### config.mk
export PLATFORM = sky130hd
export DESIGN_NAME = sram_arbiter_flat
export DESIGN_NICKNAME = d
export VERILOG_FILES = /design/src/rtl/sram_arbiter_pkg.sv /design/src/rtl/sram_arbiter_if.sv /design/src/rtl/sram_arbiter_rr_arbiter.sv /design/src/rtl/sram_arbiter.sv /design/src/flat_wrapper.sv
export SDC_FILE = /design/constraint.sdc
export NUM_CORES = 1
export LEC_CHECK = 0
export CAP_MARGIN = 0
export CORE_MARGIN = 1.5
export CORE_UTILIZATION = 45
export DETAILED_ROUTE_END_ITERATION = 8
export GPL_TIMING_DRIVEN = 0
export PLACE_DENSITY = 0.87
export SLEW_MARGIN = 40
export SYNTH_ARGS = -nofsm -noshare
export SYNTH_HDL_FRONTEND = slang
export SYNTH_SLANG_ARGS = --single-unit
### constraint.sdc
create_clock -name clk -period 4.35 [get_ports clk]
set_input_delay 0.6525 -clock clk [delete_from_list [all_inputs] [get_ports clk]]
set_output_delay 0.6525 -clock clk [all_outputs]
set_load 0.02 [all_outputs]
### src/rtl/sram_arbiter_pkg.sv
// sram_arb_pkg: shared definitions for the SRAM arbiter slice.
//   state_e   - sequencer states (IDLE, ACCESS, TURN)
//   CNT_W     - width of the access-cycle down-counter
//   MAX_PORTS - largest supported requester count
//   IDX_W     - width of a port index / round-robin pointer (sized for MAX_PORTS)
package sram_arb_pkg;

  typedef enum logic [1:0] {
    IDLE   = 2'd0,
    ACCESS = 2'd1,
    TURN   = 2'd2
  } state_e;

  localparam int unsigned CNT_W     = 4;
  localparam int unsigned MAX_PORTS = 8;
  localparam int unsigned IDX_W     = $clog2(MAX_PORTS);

endpackage

### src/rtl/sram_arbiter_if.sv
// sram_arbiter_if: requester and SRAM pad bundle for sram_arbiter.
//   portReq/portWr/portAddr/portWdata - per-port request (port i at [i*W +: W])
//   portGnt/portRdata/portRvalid      - per-port grant pulse, read data, read-valid pulse
//   busy                              - arbiter not idle
//   sramAddr/sramDataOut/sramDataOe/sramWr/sramEn - pad drive, sramDataIn - pad return
// Modports: slave = arbiter view, master = requester/pad view.
interface sram_arbiter_if #(
  parameter int unsigned NUM_PORTS = 2,
  parameter int unsigned ADDR_W    = 16,
  parameter int unsigned DATA_W    = 16
);

  logic [NUM_PORTS-1:0]        portReq;
  logic [NUM_PORTS-1:0]        portWr;
  logic [NUM_PORTS*ADDR_W-1:0] portAddr;
  logic [NUM_PORTS*DATA_W-1:0] portWdata;
  logic [NUM_PORTS-1:0]        portGnt;
  logic [NUM_PORTS*DATA_W-1:0] portRdata;
  logic [NUM_PORTS-1:0]        portRvalid;
  logic                        busy;
  logic [ADDR_W-1:0]           sramAddr;
  logic [DATA_W-1:0]           sramDataOut;
  logic [DATA_W-1:0]           sramDataIn;
  logic                        sramDataOe;
  logic                        sramWr;
  logic                        sramEn;

  modport slave (
    input  portReq, portWr, portAddr, portWdata, sramDataIn,
    output portGnt, portRdata, portRvalid, busy,
           sramAddr, sramDataOut, sramDataOe, sramWr, sramEn
  );

  modport master (
    output portReq, portWr, portAddr, portWdata, sramDataIn,
    input  portGnt, portRdata, portRvalid, busy,
           sramAddr, sramDataOut, sramDataOe, sramWr, sramEn
  );

endinterface

### src/rtl/sram_arbiter_rr_arbiter.sv
// rr_arbiter: combinational round-robin picker.
//   req - request vector, ptr - last winner
//   gnt - one-hot winner, idx - winner index
// Search starts at ptr+1 and wraps modulo NUM_PORTS.
// With SRAM_ARB_PRIORITY_EN defined, port 0 overrides the rotation whenever it requests.
module rr_arbiter
  import sram_arb_pkg::*;
#(
  parameter int unsigned NUM_PORTS = 2
) (
  input  logic [NUM_PORTS-1:0] req,
  input  logic [IDX_W-1:0]     ptr,
  output logic [NUM_PORTS-1:0] gnt,
  output logic [IDX_W-1:0]     idx
);

  int unsigned cand;
  logic        found;

  always_comb begin
    gnt   = '0;
    idx   = '0;
    found = 1'b0;
    cand  = 0;
    for (int unsigned k = 1; k <= NUM_PORTS; k++) begin
      cand = (32'(ptr) + k) % NUM_PORTS;
      for (int unsigned j = 0; j < NUM_PORTS; j++) begin
        if (!found && (j == cand) && req[j]) begin
          found  = 1'b1;
          gnt[j] = 1'b1;
          idx    = IDX_W'(j);
        end
      end
    end
`ifdef SRAM_ARB_PRIORITY_EN
    if (req[0]) begin
      gnt    = '0;
      gnt[0] = 1'b1;
      idx    = '0;
    end
`endif
  end

endmodule

### src/rtl/sram_arbiter.sv
// sram_arbiter: shares one external SRAM among NUM_PORTS requesters.
//   clk  - rising-edge clock
//   rstn - asynchronous active-low reset
//   bus  - sram_arbiter_if.slave (requests, grants, read data, SRAM pad drive)
// One transaction at a time: IDLE -> ACCESS (ACCESS_CYCLES cycles) -> IDLE for
// reads, with an extra TURN cycle after writes for bus turnaround.
// Optional macro SRAM_ARB_PRIORITY_EN: port 0 always wins; only grants to
// ports >= 1 advance the round-robin pointer.
module sram_arbiter
  import sram_arb_pkg::*;
#(
  parameter int unsigned NUM_PORTS     = 2,
  parameter int unsigned ADDR_W        = 16,
  parameter int unsigned DATA_W        = 16,
  parameter int unsigned ACCESS_CYCLES = 1
) (
  input  logic            clk,
  input  logic            rstn,
  sram_arbiter_if.slave   bus
);

  state_e                      state_q, state_d;
  logic [CNT_W-1:0]            cnt_q, cnt_d;
  logic [IDX_W-1:0]            ptr_q, ptr_d;
  logic [IDX_W-1:0]            win_q, win_d;
  logic                        wr_q, wr_d;
  logic [NUM_PORTS-1:0]        gnt_q, gnt_d;
  logic [NUM_PORTS-1:0]        rvalid_q, rvalid_d;
  logic [NUM_PORTS*DATA_W-1:0] rdata_q, rdata_d;
  logic                        busy_q, busy_d;
  logic [ADDR_W-1:0]           sram_addr_q, sram_addr_d;
  logic [DATA_W-1:0]           sram_dout_q, sram_dout_d;
  logic                        sram_oe_q, sram_oe_d;
  logic                        sram_wr_q, sram_wr_d;
  logic                        sram_en_q, sram_en_d;

  logic [NUM_PORTS-1:0]        pick_gnt;
  logic [IDX_W-1:0]            pick_idx;
  logic                        sel_wr;
  logic [ADDR_W-1:0]           sel_addr;
  logic [DATA_W-1:0]           sel_wdata;

  rr_arbiter #(.NUM_PORTS(NUM_PORTS)) u_rr (
    .req (bus.portReq),
    .ptr (ptr_q),
    .gnt (pick_gnt),
    .idx (pick_idx)
  );

  // Winner's request fields.
  always_comb begin
    sel_wr    = 1'b0;
    sel_addr  = '0;
    sel_wdata = '0;
    for (int unsigned i = 0; i < NUM_PORTS; i++) begin
      if (IDX_W'(i) == pick_idx) begin
        sel_wr    = bus.portWr[i];
        sel_addr  = bus.portAddr[i*ADDR_W +: ADDR_W];
        sel_wdata = bus.portWdata[i*DATA_W +: DATA_W];
      end
    end
  end

  always_comb begin
    state_d     = state_q;
    cnt_d       = cnt_q;
    ptr_d       = ptr_q;
    win_d       = win_q;
    wr_d        = wr_q;
    gnt_d       = '0;
    rvalid_d    = '0;
    rdata_d     = rdata_q;
    sram_addr_d = sram_addr_q;
    sram_dout_d = sram_dout_q;
    sram_oe_d   = sram_oe_q;
    sram_wr_d   = sram_wr_q;
    sram_en_d   = sram_en_q;

    case (state_q)
      IDLE: begin
        sram_addr_d = '0;
        sram_dout_d = '0;
        sram_oe_d   = 1'b0;
        sram_wr_d   = 1'b0;
        sram_en_d   = 1'b0;
        if (|bus.portReq) begin
          state_d     = ACCESS;
          cnt_d       = CNT_W'(ACCESS_CYCLES - 1);
          win_d       = pick_idx;
          wr_d        = sel_wr;
          gnt_d       = pick_gnt;
`ifdef SRAM_ARB_PRIORITY_EN
          if (pick_idx != '0) ptr_d = pick_idx;
`else
          ptr_d       = pick_idx;
`endif
          sram_en_d   = 1'b1;
          sram_addr_d = sel_addr;
          sram_wr_d   = sel_wr;
          sram_oe_d   = sel_wr;
          sram_dout_d = sel_wr ? sel_wdata : '0;
        end
      end
      ACCESS: begin
        if (cnt_q == '0) begin
          sram_addr_d = '0;
          sram_dout_d = '0;
          sram_oe_d   = 1'b0;
          sram_wr_d   = 1'b0;
          sram_en_d   = 1'b0;
          if (wr_q) begin
            state_d = TURN;
          end else begin
            state_d = IDLE;
            for (int unsigned i = 0; i < NUM_PORTS; i++) begin
              if (IDX_W'(i) == win_q) begin
                rdata_d[i*DATA_W +: DATA_W] = bus.sramDataIn;
                rvalid_d[i]                 = 1'b1;
              end
            end
          end
        end else begin
          cnt_d = cnt_q - CNT_W'(1);
        end
      end
      TURN: begin
        state_d = IDLE;
      end
      default: begin
        state_d     = IDLE;
        sram_addr_d = '0;
        sram_dout_d = '0;
        sram_oe_d   = 1'b0;
        sram_wr_d   = 1'b0;
        sram_en_d   = 1'b0;
      end
    endcase

    busy_d = (state_d != IDLE);
  end

  always_ff @(posedge clk or negedge rstn) begin
    if (!rstn) begin
      state_q     <= IDLE;
      cnt_q       <= '0;
      ptr_q       <= IDX_W'(NUM_PORTS - 1);
      win_q       <= '0;
      wr_q        <= 1'b0;
      gnt_q       <= '0;
      rvalid_q    <= '0;
      rdata_q     <= '0;
      busy_q      <= 1'b0;
      sram_addr_q <= '0;
      sram_dout_q <= '0;
      sram_oe_q   <= 1'b0;
      sram_wr_q   <= 1'b0;
      sram_en_q   <= 1'b0;
    end else begin
      state_q     <= state_d;
      cnt_q       <= cnt_d;
      ptr_q       <= ptr_d;
      win_q       <= win_d;
      wr_q        <= wr_d;
      gnt_q       <= gnt_d;
      rvalid_q    <= rvalid_d;
      rdata_q     <= rdata_d;
      busy_q      <= busy_d;
      sram_addr_q <= sram_addr_d;
      sram_dout_q <= sram_dout_d;
      sram_oe_q   <= sram_oe_d;
      sram_wr_q   <= sram_wr_d;
      sram_en_q   <= sram_en_d;
    end
  end

  assign bus.portGnt     = gnt_q;
  assign bus.portRvalid  = rvalid_q;
  assign bus.portRdata   = rdata_q;
  assign bus.busy        = busy_q;
  assign bus.sramAddr    = sram_addr_q;
  assign bus.sramDataOut = sram_dout_q;
  assign bus.sramDataOe  = sram_oe_q;
  assign bus.sramWr      = sram_wr_q;
  assign bus.sramEn      = sram_en_q;

endmodule
### src/flat_wrapper.sv
// flat-port wrapper written by rule: the top's interface ports become plain ports
module sram_arbiter_flat import sram_arb_pkg::*;
#(
  parameter int unsigned NUM_PORTS     = 2,
  parameter int unsigned ADDR_W        = 16,
  parameter int unsigned DATA_W        = 16,
  parameter int unsigned ACCESS_CYCLES = 1
)
  (clk, rstn, bus_portReq, bus_portWr, bus_portAddr, bus_portWdata, bus_sramDataIn, bus_portGnt, bus_portRdata, bus_portRvalid, bus_busy, bus_sramAddr, bus_sramDataOut, bus_sramDataOe, bus_sramWr, bus_sramEn);
  sram_arbiter_if #(.NUM_PORTS(NUM_PORTS), .ADDR_W(ADDR_W), .DATA_W(DATA_W)) bus_i ();
  input  logic clk;
  input  logic rstn;
  input wire logic [$bits(bus_i.portReq)-1:0] bus_portReq;
  input wire logic [$bits(bus_i.portWr)-1:0] bus_portWr;
  input wire logic [$bits(bus_i.portAddr)-1:0] bus_portAddr;
  input wire logic [$bits(bus_i.portWdata)-1:0] bus_portWdata;
  input wire logic [$bits(bus_i.sramDataIn)-1:0] bus_sramDataIn;
  output wire logic [$bits(bus_i.portGnt)-1:0] bus_portGnt;
  output wire logic [$bits(bus_i.portRdata)-1:0] bus_portRdata;
  output wire logic [$bits(bus_i.portRvalid)-1:0] bus_portRvalid;
  output wire logic [$bits(bus_i.busy)-1:0] bus_busy;
  output wire logic [$bits(bus_i.sramAddr)-1:0] bus_sramAddr;
  output wire logic [$bits(bus_i.sramDataOut)-1:0] bus_sramDataOut;
  output wire logic [$bits(bus_i.sramDataOe)-1:0] bus_sramDataOe;
  output wire logic [$bits(bus_i.sramWr)-1:0] bus_sramWr;
  output wire logic [$bits(bus_i.sramEn)-1:0] bus_sramEn;
  assign bus_i.portReq = bus_portReq;
  assign bus_i.portWr = bus_portWr;
  assign bus_i.portAddr = bus_portAddr;
  assign bus_i.portWdata = bus_portWdata;
  assign bus_i.sramDataIn = bus_sramDataIn;
  assign bus_portGnt = bus_i.portGnt;
  assign bus_portRdata = bus_i.portRdata;
  assign bus_portRvalid = bus_i.portRvalid;
  assign bus_busy = bus_i.busy;
  assign bus_sramAddr = bus_i.sramAddr;
  assign bus_sramDataOut = bus_i.sramDataOut;
  assign bus_sramDataOe = bus_i.sramDataOe;
  assign bus_sramWr = bus_i.sramWr;
  assign bus_sramEn = bus_i.sramEn;
  sram_arbiter #(.NUM_PORTS(NUM_PORTS), .ADDR_W(ADDR_W), .DATA_W(DATA_W), .ACCESS_CYCLES(ACCESS_CYCLES)) u_core (.clk(clk), .rstn(rstn), .bus(bus_i));
endmodule
Word-level counts from Yosys, hierarchy flattened --
Index checks and enable logic that the tools add are counted.
Cells by class: $add $sub $neg 3, equality and inequality tests 7, multiplexer cells 40, bitwise gates (word level) 2, reductions and logical operators 24
Operators by type and width (number):
- $mux 16 | 8
- $pmux 16 s3 | 2
- $logic_not 32->1 | 2
- $mux 2 | 8
- $mux 1 | 14
- $mux 4 | 2
- $pmux 4 s2 | 1
- $reduce_and 4->1 | 2
- $logic_and 1x1->1 | 7
- $eq 1x3->1 const A | 2
- $logic_not 3->1 | 2
- $mux 3 | 2
- $pmux 1 s3 | 2
- $logic_not 4->1 | 1
- $ne 2x1->1 const B | 2
- $pmux 2 s2 | 1
- $reduce_and 2->1 | 2
- $reduce_bool 2->1 | 2
- $sub 4x1->4 const B | 1
- $logic_not 1->1 | 3
- $reduce_and 3->1 | 1
- $add 1x1->1 const B | 2
- $eq 2x1->1 const B | 1
- $eq 2x2->1 const B | 1
- other kinds (4) | 5
Word-level totals: register bits 82, input bits 86, output and inout bits 72, word-level logic and storage cells 90

Depth between registers and ports, before layout --
Gate-level depths: netlist (run 1).
depth in word-level cells 22, mapped depth 7, depth with buffers taken out 5

By module --
Synthesis (run 1) repeated with hierarchy kept, for this count alone.
Second synthesis, totals: cell total of the unflattened synthesis 243, area total of the unflattened synthesis 3448.3 um^2
By module, submodules not included:
- sram_arbiter | times used 1, cells each 236, area an instance 3403.3 um^2, seq. area each 2053.2 um^2
- rr_arbiter | times used 1, cells each 7, area an instance 45.0 um^2, seq. area each 0.0 um^2

Worst setup path before layout (run 1) --
No wires, ideal clock.
path kind register -> register, start point reg u_core.cnt_q[0], end point reg u_core.rdata_q[22] (netlist: u_core.bus.portRdata[22]), setup time 125 ps, arrival 1647 ps, required time 4225 ps, slack 2578 ps, cell stages (with the launch flop) 8, buffers on the path 2, period minus slack after synthesis 1772 ps, path through dfrtp_1 > inv_1 > ha_1 > nor4b_4 > and3_1 > buf_6 > buf_12 > mux2_4
On the way: cells in the longest elaborated chain, start to end 2
RTL lines:
- start: declaration | RTL line sram_arbiter.sv:23 | logic [CNT_W-1:0] cnt_q, cnt_d;
- start signal: assignment | RTL line sram_arbiter.sv:160 | cnt_q <= cnt_d;
- $logic_not 4->1 | RTL line sram_arbiter.sv:105 | if (cnt_q == '0) begin
- $reduce_and 4->1 (no source line)
- end signal: assignment | RTL line sram_arbiter.sv:166 | rdata_q <= rdata_d;
- end: declaration | RTL line sram_arbiter.sv:29 | logic [NUM_PORTS*DATA_W-1:0] rdata_q, rdata_d;
Every way passes these cells. A chain may end at the register's enable or synchronous reset.

Worst setup path after layout (run 1) --
start point reg u_core.cnt_q[0], end point reg u_core.sram_addr_q[6] (netlist: u_core.bus.sramAddr[6])
On the way: cells in the longest elaborated chain, start to end 3
RTL lines:
- $logic_not 4->1 | RTL line sram_arbiter.sv:105
- $ne 2x1->1 (no source line)
- $reduce_and 2->1 (no source line)
- end signal: assignment | RTL line sram_arbiter.sv:168 | sram_addr_q <= sram_addr_d;
- end: declaration | RTL line sram_arbiter.sv:31 | logic [ADDR_W-1:0] sram_addr_q, sram_addr_d;
Every way passes these cells.

==> out/summary.log, run 1 <==
[synth] sequential fraction of the synthesis area 56.83%
[floorplanning] Die H 91.50 um
[setup_path] worst setup path class reg2reg
[cts] H-tree depth reported by CTS 3
[cts] number of clock sinks seen by CTS 80
[cts] Clock Latency Late Sink 0.34 ns
[route] routed via count 2685
[setup_path] required time of the critical path 4.56 ns
[floorplanning] initial core utilization 46.09%
[setup_path] highest net fanout along the worst path 10
[cts] Clk pin slew, worst setup/hold paths 0.08 ns
[sta] post-route clock skew 0.005785 ns
[synth] leading cell type by number of instances after synthesis dfrtp_1
[synth] Post-synth EDFFs 0
[synth] FFs w/ async S/R, synth 100.0%
[sta] number of max-slew violations in the final report 0
[global_routing] total global routing track utilization 22.00%
[cts] number of buffers inserted to repair setup after CTS 0
[synth] leading cell types by count after synthesis dfrtp_1, o2bb2ai_1, mux2i_1, mux2_2, and2_1
[global_routing] largest net degree at the start of global routing 49
[synth] fraction of post-synthesis cell area in the top cell type by area 56.09%
[setup_path] type of origin of the critical path flip-flop
[setup_path] Data arrival, critical path 2.34 ns
[synth] Synth Net Count 339
[placed_design] cell area after placement 5253 um2
[synth] Yosys warning count 0
[setup_path] critical path's slowest cell nor3b_1
[placed_design] placed wire-length estimate after detailed placement 6687 um
[sta] unrepaired setup endpoints after global routing false
[floorplanning] die outline area 8372 um2
[route] WL final 8789 um
[setup_path] crit path buf inv count 2
[sta] time the worst path needs with I/O delays and setup 2.133 ns
[synth] Syn Inst Count 251
[floorplanning] total core area 7647 um2
[min_path] type of the most critical hold path in2async
[sta] number of hold violations in the final report 0
[global_routing] antenna violations before repair 0
[cts] hold buffer count at CTS 0
[floorplanning] number of placement rows 32
[synth] most instantiated flip-flop cell in the synthesis netlist dfrtp_1
[power] overall power 0.003477 W
[route] routed via count divided by cell count 5.095
[sta] normalized max-slew margin 60.66%
[setup_path] worst path cell trace inv_1, ha_1, nor3b_1, o21ai_1, buf_2, o2bb2ai_1
[floorplanning] die width 91.50 um
[status] run status finished clean
[synth] unique cell type count in the Yosys netlist 36
[synth] Syn Area/Cell 14.04 um2
[route] number of remaining DRC errors 0
[synth] flip-flop and latch count after synthesis 80
[cts] count of instances resized after the clock tree is built 0
[finish] diode insertion count for antenna repair 0
[cts] clock root buffer clkbuf_8
[finish] fraction of layout instances using a drive strength above 1 16.00%
[placed_design] quantity of I/O buffers inserted on ports 157
[sta] Worst Tran Pin Value 0.5862 ns
[power] pwr dens 639.0 nW/um2
[power] Peak supply drop 0.0004052 V
[floorplanning] boundary pin count 158
[route] post-route antenna net violation count 0
[finish] layout overhead on the synthesized area 54.35%
[cts] clock tree from TritonCTS done
[power] standby leakage power 2.325 nW
[finish] post-route design area 5440 um2
[route] average wire length per cell after detail routing 16.68 um
[setup_path] Slowest Stage Delay on Critical Path 0.50 ns
[cts] Clock Path Buffers 2
[setup_path] Critical Path End Type flip-flop
[placed_design] final weighted congestion in routability-driven placement 0.7346
[global_routing] number of global-route vias before repair 2871
[run] max-cap check violation count 0
[finish] FILL cells 567
[synth] dominant cells by area after synthesis dfrtp_1, mux2i_1, o2bb2ai_1, mux2_2, mux2_4
[sta] maximum achievable frequency 0.4689 GHz
[global_routing] global-route wire length before repair 14260 um
[setup_path] setup slack on the worst flop-to-flop path 2.22 ns
[sta] share of the clock period used by the worst path 49.03%
[setup_path] Top delay family on crit path compound AO/OA/AOI/OAI gates
[route] first-iteration detailed-routing DRC count 96
[synth] cell area after synthesis 3525 um2
[finish] net total in the final layout 508
[global_routing] remaining global-route overflow 0
[cts] number of buffers inserted during clock tree synthesis 9
[route] number of detailed-routing iterations run before antenna repair 4
[synth] top cell type by total area after synthesis dfrtp_1
[sta] count of final setup violators 0
## sequential cells by signal, indices dropped and copies added (netlist names)
register,count
u_core.bus.sramEn,1
u_core.bus.sramWr,1
u_core.bus.portGnt,2
u_core.ptr_q,1
u_core.win_q,1
u_core.bus.busy,1
u_core.wr_q,1
u_core.state_q,2
u_core.bus.portRdata,32
u_core.bus.sramDataOut,16
u_core.bus.portRvalid,2
u_core.cnt_q,4
u_core.bus.sramAddr,16
## area by class of cell
type                            count  area [um2]  area share (%)
Buffer                             15       106.4           1.955
Inverter                            3       11.26          0.2070
Tap cell                          102       127.6           2.346
Clock inverter                      6       60.06           1.104
Multi-Input combinational cell    153        1404           25.81
Clock buffer                       10       127.6           2.346
Timing Repair Buffer              158        1600           29.42
Sequential cell                    80        2003           36.82
## cell families after synthesis
group                    Yosys count  synth area share [%]
AND/OR/NAND/NOR                   36                 7.100
multiplexers                      66                 20.84
buffers and inverters             18                 3.337
adder cells (fa/ha/maj)            2                0.7099
flip-flops                        80                 56.83
AO/OA/AOI/OAI                     49                 11.18
## through the flow
stage	util (%)	setup slack [ns]	cells	hold WS [ns]	TNS, ns
floorplan	-	2.578	251	0.3569	0
global placement	68.31	-0.1212	510	0.4722	-9.339
detailed placement	68.68	1.891	511	0.4735	0
CTS	71.14	2.225	527	0.1780	0
global route	71.14	1.961	527	0.1838	0
finish	71.14	2.217	527	0.1833	0
## per-layer routing
layer  vias to the layer above  global-route usage, %  routed length (um)
met2                       127                  34.83                4039
met1                      1290                  26.74                3665
li1                       1255                      -                   -
met5                         -                      0                   0
met3                        13                  8.543                 926
met4                         0                  9.245                 158
## placed cells by master (no fill, tap or decap), types with 2 or more instances in the layout
| master | n |
|---|---|
| o21ai_0 | 5 |
| nand3_1 | 3 |
| nor2_1 | 3 |
| inv_1 | 3 |
| clkinvlp_4 | 2 |
| and2_1 | 18 |
| ha_1 | 2 |
| clkdlybuf4s50_1 | 156 |
| mux2_2 | 23 |
| o2bb2ai_1 | 35 |
| clkinv_2 | 3 |
| buf_6 | 3 |
| mux2i_1 | 34 |
| mux2_4 | 9 |
| dfrtp_1 | 79 |
| clkbuf_1 | 4 |
| and3_1 | 2 |
| nand2b_1 | 2 |
| buf_2 | 6 |
| buf_4 | 3 |
| clkbuf_8 | 9 |
## path summary, 6_finish.rpt
path	depth (start not counted)	endpoint	startpoint
max in group asynchronous	2	u_core.bus.sramAddr[6]	rstn
min reg2reg	1	u_core.bus.sramAddr[4]	u_core.bus.sramAddr[4]
max reg2reg	6	u_core.bus.sramAddr[6]	u_core.cnt_q[0]
min	1	u_core.bus.portRdata[16]	rstn
max	6	u_core.bus.sramAddr[6]	u_core.cnt_q[0]
min in group clk	1	u_core.bus.sramAddr[4]	u_core.bus.sramAddr[4]
## power breakdown
group	total (W)	internal (W)	switching, W
Combinational	0.00174	0.000899	0.000840
Clock	0.000521	0.000262	0.000259
Sequential	0.00122	0.00105	0.000168
## worst register-to-register path: cells and delay by family, from the launching register on
| kind | cells | cell delay (ns) |
|---|---|---|
| AOI/OAI and AO/OA | 2 | 0.51 |
| and+or+nand+nor | 1 | 0.50 |
| buffers and inverters | 2 | 0.40 |
| DFF | 1 | 0.39 |
| adders and majority gates | 1 | 0.21 |
Note: power is estimated with default switching activity, not from simulation.
==> run 2: changes to the inputs <==
--- a/config.mk
+++ b/config.mk
@@ -7,10 +7,10 @@
 export LEC_CHECK = 0
 export CAP_MARGIN = 0
 export CORE_MARGIN = 1.5
-export CORE_UTILIZATION = 45
+export CORE_UTILIZATION = 42
 export DETAILED_ROUTE_END_ITERATION = 8
 export GPL_TIMING_DRIVEN = 0
-export PLACE_DENSITY = 0.87
+export PLACE_DENSITY = 0.82
 export SLEW_MARGIN = 40
 export SYNTH_ARGS = -nofsm -noshare
 export SYNTH_HDL_FRONTEND = slang
==> constraint.sdc (replaced) <==
create_clock -name clk -period 2.2 [get_ports clk]
set_input_delay 0.33 -clock clk [delete_from_list [all_inputs] [get_ports clk]]
set_output_delay 0.33 -clock clk [all_outputs]
set_load 0.02 [all_outputs]
==> out/summary.log, run 2 (same netlist as run 1, synthesis figures left out) <==
[setup_path] Critical Path End Type flip-flop
[setup_path] required time of the critical path 2.46 ns
[finish] most used cells in the layout excluding fill and tap cells clkdlybuf4s50_1, dfrtp_1, o2bb2ai_1
[sta] time the worst path needs with I/O delays and setup 2.006 ns
[global_routing] largest net degree at the start of global routing 46
[setup_path] Data arrival, critical path 2.27 ns
[placed_design] Cell Count Post-Placement 514
[power] overall power 0.007053 W
[finish] net total in the final layout 509
[power] standby leakage power 2.352 nW
[sta] Worst Tran Pin Value 0.6700 ns
[setup_path] highest net fanout along the worst path 10
[sta] setup slack of the critical path after layout 0.1942 ns
[route] post-route antenna net violation count 0
[min_path] type of the most critical hold path in2async
[global_routing] remaining global-route overflow 0
[floorplanning] Die H 94.61 um
[route] routed via count 2669
[placed_design] quantity of I/O buffers inserted on ports 157
[sta] maximum achievable frequency 0.4986 GHz
[cts] Clock Latency Late Sink 0.34 ns
[cts] number of clock sinks seen by CTS 80
[route] number of remaining DRC errors 0
[placed_design] final weighted congestion in routability-driven placement 0.8319
[placed_design] placed wire-length estimate after detailed placement 6730 um
[finish] layout overhead on the synthesized area 55.80%
[power] pwr dens 1284 nW/um2
[global_routing] total global routing track utilization 20.58%
[sta] normalized max-slew margin 55.04%
[floorplanning] number of placement rows 33
[sta] unrepaired setup endpoints after global routing false
[setup_path] worst setup path class reg2reg
[route] first-iteration detailed-routing DRC count 89
[sta] share of the clock period used by the worst path 91.17%
[finish] most common library cell in the layout ignoring fill and taps clkdlybuf4s50_1
[route] routed via count divided by cell count 5.036
[cts] clock tree from TritonCTS done
[sta] number of hold violations in the final report 0
[finish] FILL cells 622
[placed_design] Place WS 0.01121 ns
[finish] non-filler cells in the finished layout 530
[route] number of detailed-routing iterations run before antenna repair 4
[finish] fraction of layout instances using a drive strength above 1 16.00%
[route] average wire length per cell after detail routing 16.98 um
[sta] post-route clock skew 0.008718 ns
[global_routing] antenna violations before repair 0
[route] WL final 8997 um
[finish] FF+latch area 2003 um2
[global_routing] number of global-route vias before repair 2820
[finish] diode insertion count for antenna repair 0
[sta] number of max-slew violations in the final report 0
[finish] Multi-input gate area 1409 um2
[run] max-cap check violation count 0
[cts] Clock Path Buffers 2
[floorplanning] total core area 8175 um2
[floorplanning] die outline area 8950 um2
[cts] Clk pin slew, worst setup/hold paths 0.08 ns
[floorplanning] die width 94.61 um
[global_routing] global-route wire length before repair 13900 um
[sta] count of final setup violators 0
[setup_path] path depth of the worst reg2reg path 6
[finish] number of flip-flops under the largest register name 32
[cts] clock root buffer clkbuf_8
[floorplanning] initial core utilization 43.11%
[power] Peak supply drop 0.0009958 V
[setup_path] type of origin of the critical path flip-flop
[cts] H-tree depth reported by CTS 3
[cts] number of buffers inserted during clock tree synthesis 9
[status] run status finished clean
[cts] number of buffers inserted to repair setup after CTS 0
[floorplanning] boundary pin count 158
## run 2: power breakdown
group / total (W) / internal (W) / switching, W
combinational: 0.00345 / 0.00178 / 0.00167
clock: 0.00119 / 0.000694 / 0.000500
sequential: 0.00241 / 0.00207 / 0.000336
total: 0.00705 / 0.00455 / 0.00251
## run 2: repair_timing
| item | 4_1_cts | 5_1_grt |
|---|---|---|
| endpoints found under the hold margin | 35 | 0 |
| setup endpoints to repair | 0 | 30 |
| hold buffers | 1 | 0 |
| gates resized for setup | 0 | 1 |
## run 2: per-stage QoR
step	util (%)	hold WS, ns	cell area [um2]	setup TNS (ns)
2_1_floorplan	-	0.03441	3525	0
3_3_place_gp	63.94	0.4708	5228	-158.30
3_5_place_dp	64.29	0.2460	5256	0
4_1_cts	67.11	0.4454	5487	0
5_1_grt	67.17	0.4629	5492	0
6_report	67.17	0.4414	5492	0
## run 2: path summary, 6_finish.rpt
check | from | end | slack [ns]
max | u_core.cnt_q[0] | u_core.bus.sramAddr[13] | 0.19
min | rstn | u_core.bus.portRdata[28] | 0.44
max reg2reg | u_core.cnt_q[0] | u_core.bus.sramAddr[13] | 0.19
min reg2reg | u_core.bus.sramDataOut[6] | u_core.bus.sramDataOut[6] | 0.49
max in group asynchronous | rstn | u_core.ptr_q[0] | 1.17
min in group clk | u_core.bus.sramDataOut[6] | u_core.bus.sramDataOut[6] | 0.49
## run 2: final cells by class
type / count / share of cell area (%)
Clock inverter: 3 / 1.185
Tap cell: 105 / 2.392
Multi-Input combinational cell: 153 / 25.66
Inverter: 3 / 0.2051
Sequential cell: 80 / 36.48
Timing Repair Buffer: 159 / 29.32
Buffer: 15 / 1.937
Clock buffer: 12 / 2.825
## run 2: critical path, cell delays in order (launching register included)
cell and delay (ns):
dfrtp_1 0.35, inv_1 0.08, ha_1 0.23, nor3b_2 0.19, o21ai_1 0.56, buf_2 0.37, o2bb2ai_1 0.15
## run 2: per-layer routing
metal	wire, um	GRT usage, %
met5	0	0
met4	113	7.214
met3	1023	7.729
met2	4291	34.40
met1	3568	24.19
